**src/rtl/pwm_breath_multi.sv**
```systemverilog
`default_nettype none
//==============================================================================
// Module      : pwm_breath_multi
// Description : Multi-channel breathing-LED PWM generator sharing one PWM
//               counter and one ramp prescaler across all channels.
// Revision    : 1.0 - initial release
//==============================================================================
module pwm_breath_multi #(
    parameter int CHANNELS = 4,
    parameter int PWM_W    = 8,
    parameter int PRESC_W  = 16,
    localparam int CH_W    = (CHANNELS > 1) ? $clog2(CHANNELS) : 1
) (
    input  logic                clk,
    input  logic                rst,
    input  logic [PRESC_W-1:0]  presc_max,
    input  logic                cfg_we,
    input  logic [CH_W-1:0]     cfg_ch,
    input  logic [1:0]          cfg_mode,
    input  logic [PWM_W-1:0]    cfg_duty,
    output logic [CHANNELS-1:0] pwm,
    output logic                period_end
);

    localparam logic [1:0]       c_MODE_OFF     = 2'b00;
    localparam logic [1:0]       c_MODE_ON      = 2'b01;
    localparam logic [1:0]       c_MODE_BREATHE = 2'b10;
    localparam logic [1:0]       c_MODE_FIXED   = 2'b11;
    localparam logic [PWM_W-1:0] c_LEVEL_MAX    = '1;

    logic [PWM_W-1:0]    r_cnt;
    logic [PRESC_W-1:0]  r_presc;
    logic                r_tick_pend;
    logic                r_period_end;
    logic [CHANNELS-1:0] r_pwm;
    logic [1:0]          r_mode  [CHANNELS];
    logic [PWM_W-1:0]    r_level [CHANNELS];
    logic                r_dir   [CHANNELS];

    logic w_boundary;
    logic w_update;

    // Reset levels spread the channels evenly across the duty range.
    function automatic logic [PWM_W-1:0] f_reset_level(input int c);
        longint v;
        v = (longint'(c) << PWM_W) / longint'(CHANNELS);
        return PWM_W'(v);
    endfunction

    assign w_boundary = (r_cnt == c_LEVEL_MAX);
    assign w_update   = w_boundary & r_tick_pend;

    always_ff @(posedge clk or negedge rst) begin
        if (!rst) begin
            r_cnt        <= '0;
            r_presc      <= '0;
            r_tick_pend  <= 1'b0;
            r_period_end <= 1'b0;
        end else begin
            r_cnt        <= r_cnt + PWM_W'(1);
            r_period_end <= w_boundary;
            if (r_presc == presc_max) begin
                r_presc <= '0;
            end else begin
                r_presc <= r_presc + PRESC_W'(1);
            end
            // A tick landing on the update edge must not be lost.
            if (r_presc == presc_max) begin
                r_tick_pend <= 1'b1;
            end else if (w_update) begin
                r_tick_pend <= 1'b0;
            end
        end
    end

    always_ff @(posedge clk or negedge rst) begin
        if (!rst) begin
            for (int c = 0; c < CHANNELS; c++) begin
                r_mode[c]  <= c_MODE_BREATHE;
                r_level[c] <= f_reset_level(c);
                r_dir[c]   <= 1'b1;
            end
        end else begin
            for (int c = 0; c < CHANNELS; c++) begin
                if (cfg_we && (cfg_ch == CH_W'(c))) begin
                    r_mode[c] <= cfg_mode;
                    if ((cfg_mode == c_MODE_FIXED) || (cfg_mode == c_MODE_BREATHE)) begin
                        r_level[c] <= cfg_duty;
                    end
                    if (cfg_mode == c_MODE_BREATHE) begin
                        r_dir[c] <= 1'b1;
                    end
                end else if (w_update && (r_mode[c] == c_MODE_BREATHE)) begin
                    if (r_dir[c]) begin
                        if (r_level[c] == c_LEVEL_MAX) begin
                            r_dir[c]   <= 1'b0;
                            r_level[c] <= c_LEVEL_MAX - PWM_W'(1);
                        end else begin
                            r_level[c] <= r_level[c] + PWM_W'(1);
                        end
                    end else begin
                        if (r_level[c] == '0) begin
                            r_dir[c]   <= 1'b1;
                            r_level[c] <= PWM_W'(1);
                        end else begin
                            r_level[c] <= r_level[c] - PWM_W'(1);
                        end
                    end
                end
            end
        end
    end

    always_ff @(posedge clk or negedge rst) begin
        if (!rst) begin
            r_pwm <= '0;
        end else begin
            for (int c = 0; c < CHANNELS; c++) begin
                case (r_mode[c])
                    c_MODE_OFF: r_pwm[c] <= 1'b0;
                    c_MODE_ON:  r_pwm[c] <= 1'b1;
                    default:    r_pwm[c] <= (r_cnt < r_level[c]);
                endcase
            end
        end
    end

    assign pwm        = r_pwm;
    assign period_end = r_period_end;

endmodule
`default_nettype wire

```
**config.mk**
```make
export PLATFORM = sky130hd
export DESIGN_NAME = pwm_breath_multi
export DESIGN_NICKNAME = d
export VERILOG_FILES = /design/src/rtl/pwm_breath_multi.sv
export SDC_FILE = /design/constraint.sdc
export NUM_CORES = 1
export LEC_CHECK = 0
export CAP_MARGIN = 20
export CORE_MARGIN = 10
export CORE_UTILIZATION = 45
export CTS_BUF_LIST = sky130_fd_sc_hd__clkbuf_8
export CTS_CLUSTER_SIZE = 24
export DETAILED_ROUTE_END_ITERATION = 8
export DONT_BUFFER_PORTS = 1
export HOLD_SLACK_MARGIN = 0.05
export PLACE_DENSITY = 0.6
export SLEW_MARGIN = 20
export SYNTH_ARGS = -nofsm -noshare
export SYNTH_HDL_FRONTEND = slang
export SYNTH_SLANG_ARGS = --single-unit
```
**constraint.sdc**
```tcl
create_clock -name clk -period 6.6 [get_ports clk]
set_input_delay 0.66 -clock clk [delete_from_list [all_inputs] [get_ports clk]]
set_output_delay 0.66 -clock clk [all_outputs]
set_load 0.03 [all_outputs]
```
==> results.sh, run 1 <==
export IMPL_ir_drop_v=0.000153
export IMPL_p_switching_w=0.000732
export IMPL_hold_ws_ns=0.124
export IMPL_seq_area_frac_synth_pct=32.6
export IMPL_layout_drive_gt1_share_pct=8.08
export IMPL_synthCells=674
export IMPL_core_area_sq_um=12500
export IMPL_n_antenna_cell=0
export IMPL_place_congestion=0.852
export IMPL_setup_viol=0
export IMPL_powerDensity_nw_per_um2=291
export IMPL_path_max_fanout=14
export IMPL_rows=41
export IMPL_grt_max_degree=63
export IMPL_cts_sinks=74
export IMPL_hp_class="primary input to asynchronous set/reset pin"
export IMPL_layout_nets=724
export IMPL_p_comb_share_pct=35.3
export IMPL_clk_pin_slew_ns=0.09
export IMPL_cts_tree="built"
export IMPL_synth_compound_area_share_pct=22.4
export IMPL_synth_area_leaders="dfrtp_1 27%, ha_1 9.2%, dfstp_2 5.5%"
export IMPL_max_slew_worst_pin_slew_ns=0.865
export IMPL_hpwl_um=11400
export IMPL_dr_pass1_iters=5
export IMPL_start_util_pct=45.7
export IMPL_drv_slew=0
export IMPL_synth_distinct_cells=74
export IMPL_gr_total_overflow=0
export IMPL_power_internal_w=0.00102
export IMPL_min_period_over_period_pct=41.0
export IMPL_synthSimpleGateAreaFrac_pct=23.2
export IMPL_finalSetupTns_ns=0
export IMPL_synth_area_per_cell_sq_um=8.49
export IMPL_die_h_um=133
export IMPL_status="finished, final reports clean"
export IMPL_multiInputGateArea_sq_um=3570
export IMPL_clockBufferDepth=2
export IMPL_synth_xor_area_share_pct=5.66
export IMPL_fin_skew_ns=0.0112
export IMPL_power_share_sequential_pct=43.9
export IMPL_rsz0062_at_grt="false"
export IMPL_grt_pass1_wl_um=25900
export IMPL_routed_via_density=6.20
export IMPL_synth_top_cell_area_share_pct=27.1
export IMPL_htreeDepth=3
export IMPL_fillers=1225
export IMPL_routed_wl_um=16000
export IMPL_drc_errors=0
export IMPL_cts_made_buffers=9
export IMPL_grt_pass1_vias=4758
export IMPL_p_sw_share_pct=41.8
export IMPL_synth_edff_count=0
export IMPL_max_freq_ghz=0.370
export IMPL_synth_top_flop_cell="dfrtp_1"
export IMPL_yosysWarnings=0
export IMPL_synth_top_family_by_area="simple AND/OR/NAND/NOR gates"
export IMPL_track_usage_pct=18.0
export IMPL_muxShareOfSynthArea_pct=1.66
export IMPL_pwr_share_clk_pct=20.8
export IMPL_dieArea_sq_um=17600
export IMPL_dieWidth_um=133
export IMPL_drt_iter0_drc=519
export IMPL_ant_nets=0
export IMPL_max_cap_violations=0
export IMPL_avgRoutedWirePerCell_um=19.3
export IMPL_cts_root_buffer="clkbuf_8"
export IMPL_start_kind="flop"
export IMPL_antenna_found_initial=0
export IMPL_setup_worst_path_class="flop to flop"
export IMPL_syn_nets=747
export IMPL_syn2layout_area_growth_pct=5.27
export IMPL_io_pin_count=36
export IMPL_yosys_area_top_type="dfrtp_1"
export IMPL_insertion_delay_ns=0.37
export IMPL_cts_resized_gates=0
export IMPL_critical_path_required_ns=6.87
export IMPL_synth_seq_cells=74
export IMPL_crit_path_end_kind="flop"
export IMPL_finalPower_w=0.00175
export IMPL_netlist_area_sq_um=5720
export IMPL_synthAdderAreaFrac_pct=9.18
export IMPL_period_needed_ns=2.70
export IMPL_io_buffer_count=0
export IMPL_regArea_sq_um=1870
export IMPL_num_vias=5134
export IMPL_slew_headroom_pct=42.2
export IMPL_arrival_ns=2.97
export IMPL_p_leak_nw=2.42
export IMPL_synth_async_reset_ratio_pct=100
export IMPL_finalHoldViolations=0
worst paths after layout:
path	startpoint	endpoint	slack (ns)	cells after the start
min in group clk	cfg_mode[0]	r_mode[2]$_DFFE_PN0P_	0.39	2
worst max register to register	r_cnt[1]$_DFF_PN0_	r_level[21]$_DFFE_PN0P_	3.90	6
worst min-delay path	rst	r_mode[3]$_DFFE_PN1P_	0.12	0
worst max-delay path	r_cnt[1]$_DFF_PN0_	r_level[21]$_DFFE_PN0P_	3.90	6
worst min register to register	r_tick_pend$_DFFE_PN0P_	r_tick_pend$_DFFE_PN0P_	0.55	2
max in group asynchronous	rst	r_level[3]$_DFFE_PN0P_	6.16	1
worst max-delay path: stages (launching register included):
cell	delay (ns)
dfrtp_1	0.48
ha_1	0.25
nand2_1	0.10
or4_4	0.63
o31ai_2	0.68
o21ai_0	0.19
o32ai_1	0.26
cell type report:
type | instances | share of cell area, %
Clock buffer | 10 | 2.29
Clock inverter | 6 | 0.956
Inverter | 38 | 2.37
Multi-Input combinational cell | 526 | 59.2
Sequential cell | 74 | 31.0
Tap cell | 172 | 3.57
Timing Repair Buffer | 2 | 0.582
cell families (layout without fill, tap and decap cells):
family,Yosys count,after routing
mux,9,9
compound gates,188,188
buf+inv,74,56
simple gates,250,250
xor+xnor,37,37
fa+ha+maj,42,42
flops,74,74
metal layers:
| metal | GRT usage, % | up-vias | wire length [um] |
|---|---|---|---|
| met3 | 3.56 | 21 | 1380 |
| met5 | 0 | - | 0 |
| li1 | - | 2466 | - |
| met1 | 24.2 | 2438 | 6980 |
| met2 | 28.4 | 209 | 7370 |
| met4 | 5.81 | 0 | 238 |
metrics by stage:
stage | cell area [sq um] | util [%] | instances | worst slack (ns)
finish | 6020 | 48.1 | 828 | 3.90
CTS | 6020 | 48.1 | 828 | 3.57
floorplan | 5720 | - | 674 | 4.37
global placement | 5800 | 46.3 | 811 | 3.70
detailed placement | 5800 | 46.3 | 811 | 3.59
global route | 6020 | 48.1 | 828 | 3.64
cell usage after synthesis, drive strengths merged (4+ instances only):
library cell / number
inv: 38
or4: 5
a22oi: 6
nand4: 16
or3: 7
nor3: 24
o21ai: 44
o31ai: 6
o22ai: 11
and3: 9
clkbuf: 31
o211ai: 8
ha: 42
a211oi: 11
a31oi: 15
nor2: 42
o31a: 4
or2: 4
nor3b: 4
a311oi: 4
buf: 5
a31o: 4
nand3: 26
mux2: 4
xor2: 10
a21oi: 33
a221oi: 4
nor4: 10
nor2b: 4
nand2: 57
a21o: 5
and4: 9
mux2i: 5
dfstp: 12
xnor2: 27
nand2b: 16
dfrtp: 62
or3b: 4
sequential cells by signal (all words and copies together) (netlist names):
register     cells
pwm              4
r_dir            4
r_tick_pend      1
r_level         32
r_cnt            8
r_presc         16
r_mode           8
period_end       1
power by group through the flow:
stage               clock network, W  registers [W]  logic [W]
floorplan                          0       0.000651   0.000569
global placement                   0       0.000767   0.000589
detailed placement                 0       0.000770   0.000603
CTS                         0.000369       0.000763   0.000616
global route                0.000391       0.000793   0.000706
finish                      0.000364       0.000769   0.000618
cell usage in the layout, fill, tap and decap left out, types with 4 or more instances in the layout:
| cell | count |
|---|---|
| a311oi_1 | 4 |
| o211ai_1 | 8 |
| a211oi_1 | 11 |
| nor2b_1 | 4 |
| or3b_2 | 4 |
| nor3_1 | 24 |
| a31oi_1 | 15 |
| mux2i_1 | 5 |
| or4_1 | 4 |
| a221oi_1 | 4 |
| mux2_2 | 4 |
| dfrtp_1 | 62 |
| xnor2_1 | 27 |
| and4_1 | 9 |
| nand3_1 | 25 |
| o31a_1 | 4 |
| nand2_1 | 57 |
| nand2b_1 | 16 |
| a22oi_1 | 6 |
| ha_1 | 42 |
| a21oi_1 | 33 |
| dfstp_2 | 12 |
| nor2_1 | 42 |
| inv_1 | 39 |
| or2_2 | 4 |
| or3_1 | 7 |
| nand4_1 | 16 |
| a31o_2 | 4 |
| o22ai_1 | 11 |
| xor2_1 | 10 |
| clkbuf_8 | 10 |
| nor3b_1 | 4 |
| a21o_1 | 5 |
| o21ai_0 | 43 |
| nor4_1 | 9 |
| and3_1 | 9 |
timing repair:
item,CTS,global route
setup buffers,0,0
hold endpoints to repair,62,0
hold buffers,1,0
Power figures use the tool's default switching activity.
==> run 2: changes to the inputs <==
--- a/config.mk
+++ b/config.mk
@@ -13,7 +13,7 @@
 export DETAILED_ROUTE_END_ITERATION = 8
 export DONT_BUFFER_PORTS = 1
 export HOLD_SLACK_MARGIN = 0.05
-export PLACE_DENSITY = 0.6
+export PLACE_DENSITY = 0.62
 export SLEW_MARGIN = 20
 export SYNTH_ARGS = -nofsm -noshare
 export SYNTH_HDL_FRONTEND = slang
==> constraint.sdc (replaced) <==
create_clock -name clk -period 2.4 [get_ports clk]
set_input_delay 0.24 -clock clk [delete_from_list [all_inputs] [get_ports clk]]
set_output_delay 0.24 -clock clk [all_outputs]
set_load 0.03 [all_outputs]
==> run 2 against run 1 <==
Final cell count is 4.0% higher. Sequential cell count stayed put. Largest power group unchanged. Critical path type unchanged. Utilization rose by 2.8 points. Combinational power rose to 3.1 times the previous value. Clock power rose to 3.4 times the previous value.
==> results.sh, run 2 (same netlist as run 1, synthesis figures left out) <==
export IMPL_htreeDepth=3
export IMPL_max_freq_ghz=0.429
export IMPL_setup_worst_path_start="r_cnt[0]$_DFF_PN0_"
export IMPL_arrival_ns=2.61
export IMPL_gr_total_overflow=0
export IMPL_min_period_over_period_pct=97.2
export IMPL_rsz0062_at_grt="true"
export IMPL_ir_drop_v=0.000524
export IMPL_hpwl_um=11500
export IMPL_regMostFlops="r_level"
export IMPL_period_needed_ns=2.33
export IMPL_rows=41
export IMPL_grt_pass1_wl_um=26400
export IMPL_dieArea_sq_um=17600
export IMPL_utilization_pct=50.9
export IMPL_avgRoutedWirePerCell_um=18.8
export IMPL_grt_pass1_vias=4871
export IMPL_layout_drive_gt1_share_pct=12.3
export IMPL_layout_setup_ws_ns=0.0677
export IMPL_dr_pass1_iters=5
export IMPL_dieWidth_um=133
export IMPL_clockBufferDepth=2
export IMPL_start_util_pct=45.7
export IMPL_grt_max_degree=75
export IMPL_io_buffer_count=0
export IMPL_core_area_sq_um=12500
export IMPL_ant_nets=0
export IMPL_drc_errors=0
export IMPL_clk_pin_slew_ns=0.09
export IMPL_track_usage_pct=18.3
export IMPL_finalHoldViolations=0
export IMPL_drt_iter0_drc=546
export IMPL_hold_ws_ns=0.0653
export IMPL_die_h_um=133
export IMPL_max_slew_worst_pin_slew_ns=0.599
export IMPL_fin_skew_ns=0.0106
export IMPL_place_congestion=0.912
export IMPL_cts_tree="built"
export IMPL_reg2regPathDepth=6
export IMPL_io_pin_count=36
export IMPL_status="finished, final reports clean"
export IMPL_routed_via_density=6.07
export IMPL_cts_root_buffer="clkbuf_8"
export IMPL_largest_reg_flops=32
export IMPL_final_cell_mix="62 x dfrtp_1, 57 x nand2_1, 43 x o21ai_0"
export IMPL_min_from="cfg_duty[6]"
export IMPL_dp_worst_setup_slack_ns=0.116
export IMPL_cp_num_cells=6
export IMPL_crit_family="compound AO/OA/AOI/OAI gates"
export IMPL_slew_headroom_pct=59.7
export IMPL_crit_chain="ha_1, nand2_1, or4_4, o31a_1, a311oi_1, a21oi_1"
export IMPL_layout_commonest_cell="dfrtp_1"
export IMPL_crit_buf_inv=0
export IMPL_drv_slew=0
export IMPL_n_antenna_cell=0
export IMPL_finalSetupTns_ns=0
export IMPL_cts_made_buffers=9
export IMPL_layout_nets=757
export IMPL_antenna_found_initial=0
export IMPL_start_kind="flop"
export IMPL_powerDensity_nw_per_um2=814
export IMPL_setup_worst_path_class="flop to flop"
export IMPL_dp_cells=837
export IMPL_r2r_start="r_cnt[0]$_DFF_PN0_"
export IMPL_critical_path_required_ns=2.67
export IMPL_cts_sinks=74
export IMPL_hp_class="primary input to flop"
export IMPL_final_cells=861
export IMPL_p_leak_nw=2.61
export IMPL_routed_wl_um=16200
export IMPL_path_max_fanout=15
export IMPL_setup_viol=0
export IMPL_crit_path_end_kind="flop"
export IMPL_max_cap_violations=0
export IMPL_slowest_stage="or4_4"
export IMPL_reg_largest_list="r_level (32), r_presc (16)"
export IMPL_insertion_delay_ns=0.37
export IMPL_hold_depth=2
export IMPL_num_vias=5225
export IMPL_cpPeakStageDelay_ns=0.62
export IMPL_syn2layout_area_growth_pct=11.4
-- run 2: cell count changes in the layout (fill, tap and decap cells not counted), sizes merged --
cell         before  now
bufinv            1    3
dlygate4sd3       0    5
clkinv            4    2
buf               2   30
-- run 2: worst paths after layout --
path	slack [ns]	endpoint
max in group asynchronous	1.58	r_dir[0]$_DFFE_PN1P_
hold reg to reg	0.50	r_cnt[1]$_DFF_PN0_
setup reg to reg	0.07	r_level[15]$_DFFE_PN1P_
hold / removal	0.07	r_level[22]$_DFFE_PN1P_
setup / recovery	0.07	r_level[15]$_DFFE_PN1P_
min in group asynchronous	0.48	r_cnt[3]$_DFF_PN0_
-- run 2: where the power goes --
part | switching [W] | internal [W]
registers | 0.000504 | 0.00153
logic | 0.00104 | 0.000863
clock network | 0.000525 | 0.000723
total | 0.00207 | 0.00312
-- run 2: final cells by class --
type	instances	area, sq um
fillers	1184	6140
multi-input cells	526	3590
flip-flops and latches	74	1870
repair buffers	35	312
well taps	172	215
inverters	38	143
clock buffers	10	138
clock inverters	6	113
-- run 2: what timing repair did --
action,in CTS,in global routing
setup buffers,0,2
endpoints found under the setup margin,0,5
endpoints found under the hold margin,85,0
gates resized for setup,0,6
hold buffers,6,0
-- run 2: through the flow --
step,total power [W],area [sq um]
after floorplan,0.00335,5720
final,0.00519,6370
after global placement,0.00380,5990
after global routing,0.00557,6370
after detailed placement,0.00385,5990
after CTS,0.00515,6320
-- run 2: metal layers --
| metal | part of all wire (%) | global-route usage, % | vias up |
|---|---|---|---|
| li1 | - | - | 2545 |
| met1 | 46 | 25.0 | 2500 |
| met2 | 46 | 27.8 | 156 |
| met3 | 5.6 | 3.86 | 24 |
| met4 | 1.8 | 6.54 | 0 |
| met5 | 0 | 0 | - |
==> run 3: changes to the inputs <==
--- a/config.mk
+++ b/config.mk
@@ -6,6 +6,7 @@
 export NUM_CORES = 1
 export LEC_CHECK = 0
 export CAP_MARGIN = 20
+export CORE_ASPECT_RATIO = 2
 export CORE_MARGIN = 10
 export CORE_UTILIZATION = 45
 export CTS_BUF_LIST = sky130_fd_sc_hd__clkbuf_8
==> run 3 against run 2 <==
Via count increased by 4.5%. Combinational power is 5% higher. Sequential share of layout area grew 0.22 points. Worst hold slack improved by 0.0095 ns. Count of clock-buffer cells in the layout increased by 3. Clock power hardly changed. Final cell count is 2.4% lower. Setup slack better by 0.051 ns. Utilization down 0.50 points. Global-route usage is 1.3 points higher. Die area is 1.6% higher. Fmax increased by 2.2%. Largest cell class unchanged.
==> results.sh, run 3 (same netlist as run 1, synthesis figures left out) <==
export IMPL_status="finished, final reports clean"
export IMPL_syn2layout_area_growth_pct=10.6
export IMPL_drc_errors=0
export IMPL_dieWidth_um=99.7
export IMPL_r2r_start="r_level[1]$_DFFE_PN0P_"
export IMPL_clk_pin_slew_ns=0.08
export IMPL_cts_sinks=74
export IMPL_n_antenna_cell=0
export IMPL_design_area_sq_um=6330
export IMPL_arrival_ns=2.57
export IMPL_max_cap_violations=0
export IMPL_slowest_stage="dfrtp_2"
export IMPL_die_h_um=179
export IMPL_min_period_over_period_pct=95.1
export IMPL_gr_total_overflow=0
export IMPL_crit_chain="inv_1, ha_2, or3b_2, or4_1, o22ai_1, o211ai_1, a22oi_1"
export IMPL_start_kind="flop"
export IMPL_final_cell_mix="61 x dfrtp_1, 57 x nand2_1, 43 x o21ai_0"
export IMPL_rsz0062_at_grt="false"
export IMPL_min_from="cfg_duty[3]"
export IMPL_powerDensity_nw_per_um2=827
export IMPL_start_util_pct=45.6
export IMPL_grt_pass1_vias=5352
export IMPL_dr_pass1_iters=5
export IMPL_grt_max_degree=75
export IMPL_path_max_fanout=8
export IMPL_cts_made_buffers=9
export IMPL_period_needed_ns=2.28
export IMPL_drt_iter0_drc=418
export IMPL_crit_buf_inv=1
export IMPL_cp_endpoint="r_level[6]$_DFFE_PN1P_"
export IMPL_hpwl_um=13000
export IMPL_finalHoldViolations=0
export IMPL_cts_root_buffer="clkbuf_8"
export IMPL_fin_skew_ns=0.0159
export IMPL_dp_worst_setup_slack_ns=0.0901
export IMPL_max_freq_ghz=0.438
export IMPL_setup_worst_path_start="r_level[1]$_DFFE_PN0P_"
export IMPL_clockBufferDepth=2
export IMPL_layout_setup_ws_ns=0.118
export IMPL_reg2regPathDepth=7
export IMPL_slew_headroom_pct=55.6
export IMPL_setup_viol=0
export IMPL_layout_drive_gt1_share_pct=12.3
export IMPL_grt_pass1_wl_um=28400
export IMPL_routed_wl_um=17700
export IMPL_place_area_sq_um=5980
export IMPL_cpPeakStageDelay_ns=0.47
export IMPL_r2r_end="r_level[6]$_DFFE_PN1P_"
export IMPL_largest_reg_flops=32
export IMPL_setup_worst_path_class="flop to flop"
export IMPL_crit_path_end_kind="flop"
export IMPL_cp_num_cells=7
export IMPL_ir_drop_v=0.000479
export IMPL_core_area_sq_um=12600
export IMPL_crit_family="simple AND/OR/NAND/NOR gates"
export IMPL_num_vias=5461
export IMPL_routed_via_density=6.50
export IMPL_antenna_found_initial=0
export IMPL_p_leak_nw=2.61
export IMPL_reg_largest_list="r_level (32), r_presc (16)"
export IMPL_htreeDepth=3
export IMPL_layout_commonest_cell="dfrtp_1"
export IMPL_hp_class="primary input to flop"
export IMPL_ant_nets=0
export IMPL_place_congestion=0.909
export IMPL_track_usage_pct=19.6
export IMPL_rows=58
export IMPL_max_slew_worst_pin_slew_ns=0.660
export IMPL_io_pin_count=36
export IMPL_cts_tree="built"
export IMPL_regMostFlops="r_level"
export IMPL_dieArea_sq_um=17900
export IMPL_layout_nets=758
export IMPL_critical_path_required_ns=2.69
export IMPL_hold_depth=2
export IMPL_insertion_delay_ns=0.38
export IMPL_finalSetupTns_ns=0
export IMPL_r2r_slack_ns=0.12
export IMPL_avgRoutedWirePerCell_um=21.1
export IMPL_drv_slew=0
export IMPL_io_buffer_count=0
## run 3: changes by cell type in the layout (fill, tap and decap cells not counted), sizes merged
| cell | before | now |
|---|---|---|
| clkbuf | 10 | 13 |
| bufinv | 3 | 2 |
| clkinv | 2 | 1 |
| dlygate4sd3 | 5 | 6 |
| inv | 39 | 38 |
## run 3: cell type report
cell class                      instances  area [sq um]
Fill cell                            1213          6220
Multi-Input combinational cell        526          3580
Sequential cell                        74          1870
Timing Repair Buffer                   36           305
Tap cell                              150           188
Clock buffer                           13           179
Inverter                               38           143
Clock inverter                          3          68.8
## run 3: stage by stage
step	cells	hold slack [ns]	utilization, %	total power (W)
after floorplan	674	-0.0556	-	0.00335
after global placement	817	-0.0529	47.6	0.00386
after detailed placement	817	-0.0497	47.6	0.00392
after CTS	840	0.0605	50.3	0.00521
after global routing	840	0.0763	50.4	0.00559
final	840	0.0748	50.4	0.00524
## run 3: worst min-delay path by stage
stage,slack (ns),endpoint
detailed placement,-0.05,r_level[23]$_DFFE_PN0P_
finish,0.07,r_level[27]$_DFFE_PN0P_
global route,0.08,r_level[0]$_DFFE_PN0P_
global placement,-0.05,r_presc[2]$_DFF_PN0_
floorplan,-0.06,period_end$_DFF_PN0_
CTS,0.06,r_level[0]$_DFFE_PN0P_
## run 3: power breakdown
part	leakage, nW	switching [W]	total [W]	internal [W]
clock	0.126	0.000520	0.00122	0.000702
sequential	0.874	0.000492	0.00203	0.00153
combinational	1.61	0.00112	0.00199	0.000874
## run 3: repair_timing
action | 4_1_cts | 5_1_grt
gates resized for setup | 0 | 6
setup endpoints to repair | 0 | 7
hold endpoints to repair | 87 | 0
setup buffers | 0 | 0
hold buffers | 7 | 0
## run 3: per-layer routing
| layer | wire, um | vias to the layer above | global-route usage (%) |
|---|---|---|---|
| li1 | - | 2534 | - |
| met1 | 6310 | 2648 | 20.0 |
| met2 | 9500 | 218 | 35.5 |
| met3 | 1020 | 61 | 3.92 |
| met4 | 886 | 0 | 11.1 |
| met5 | 0 | - | 0 |
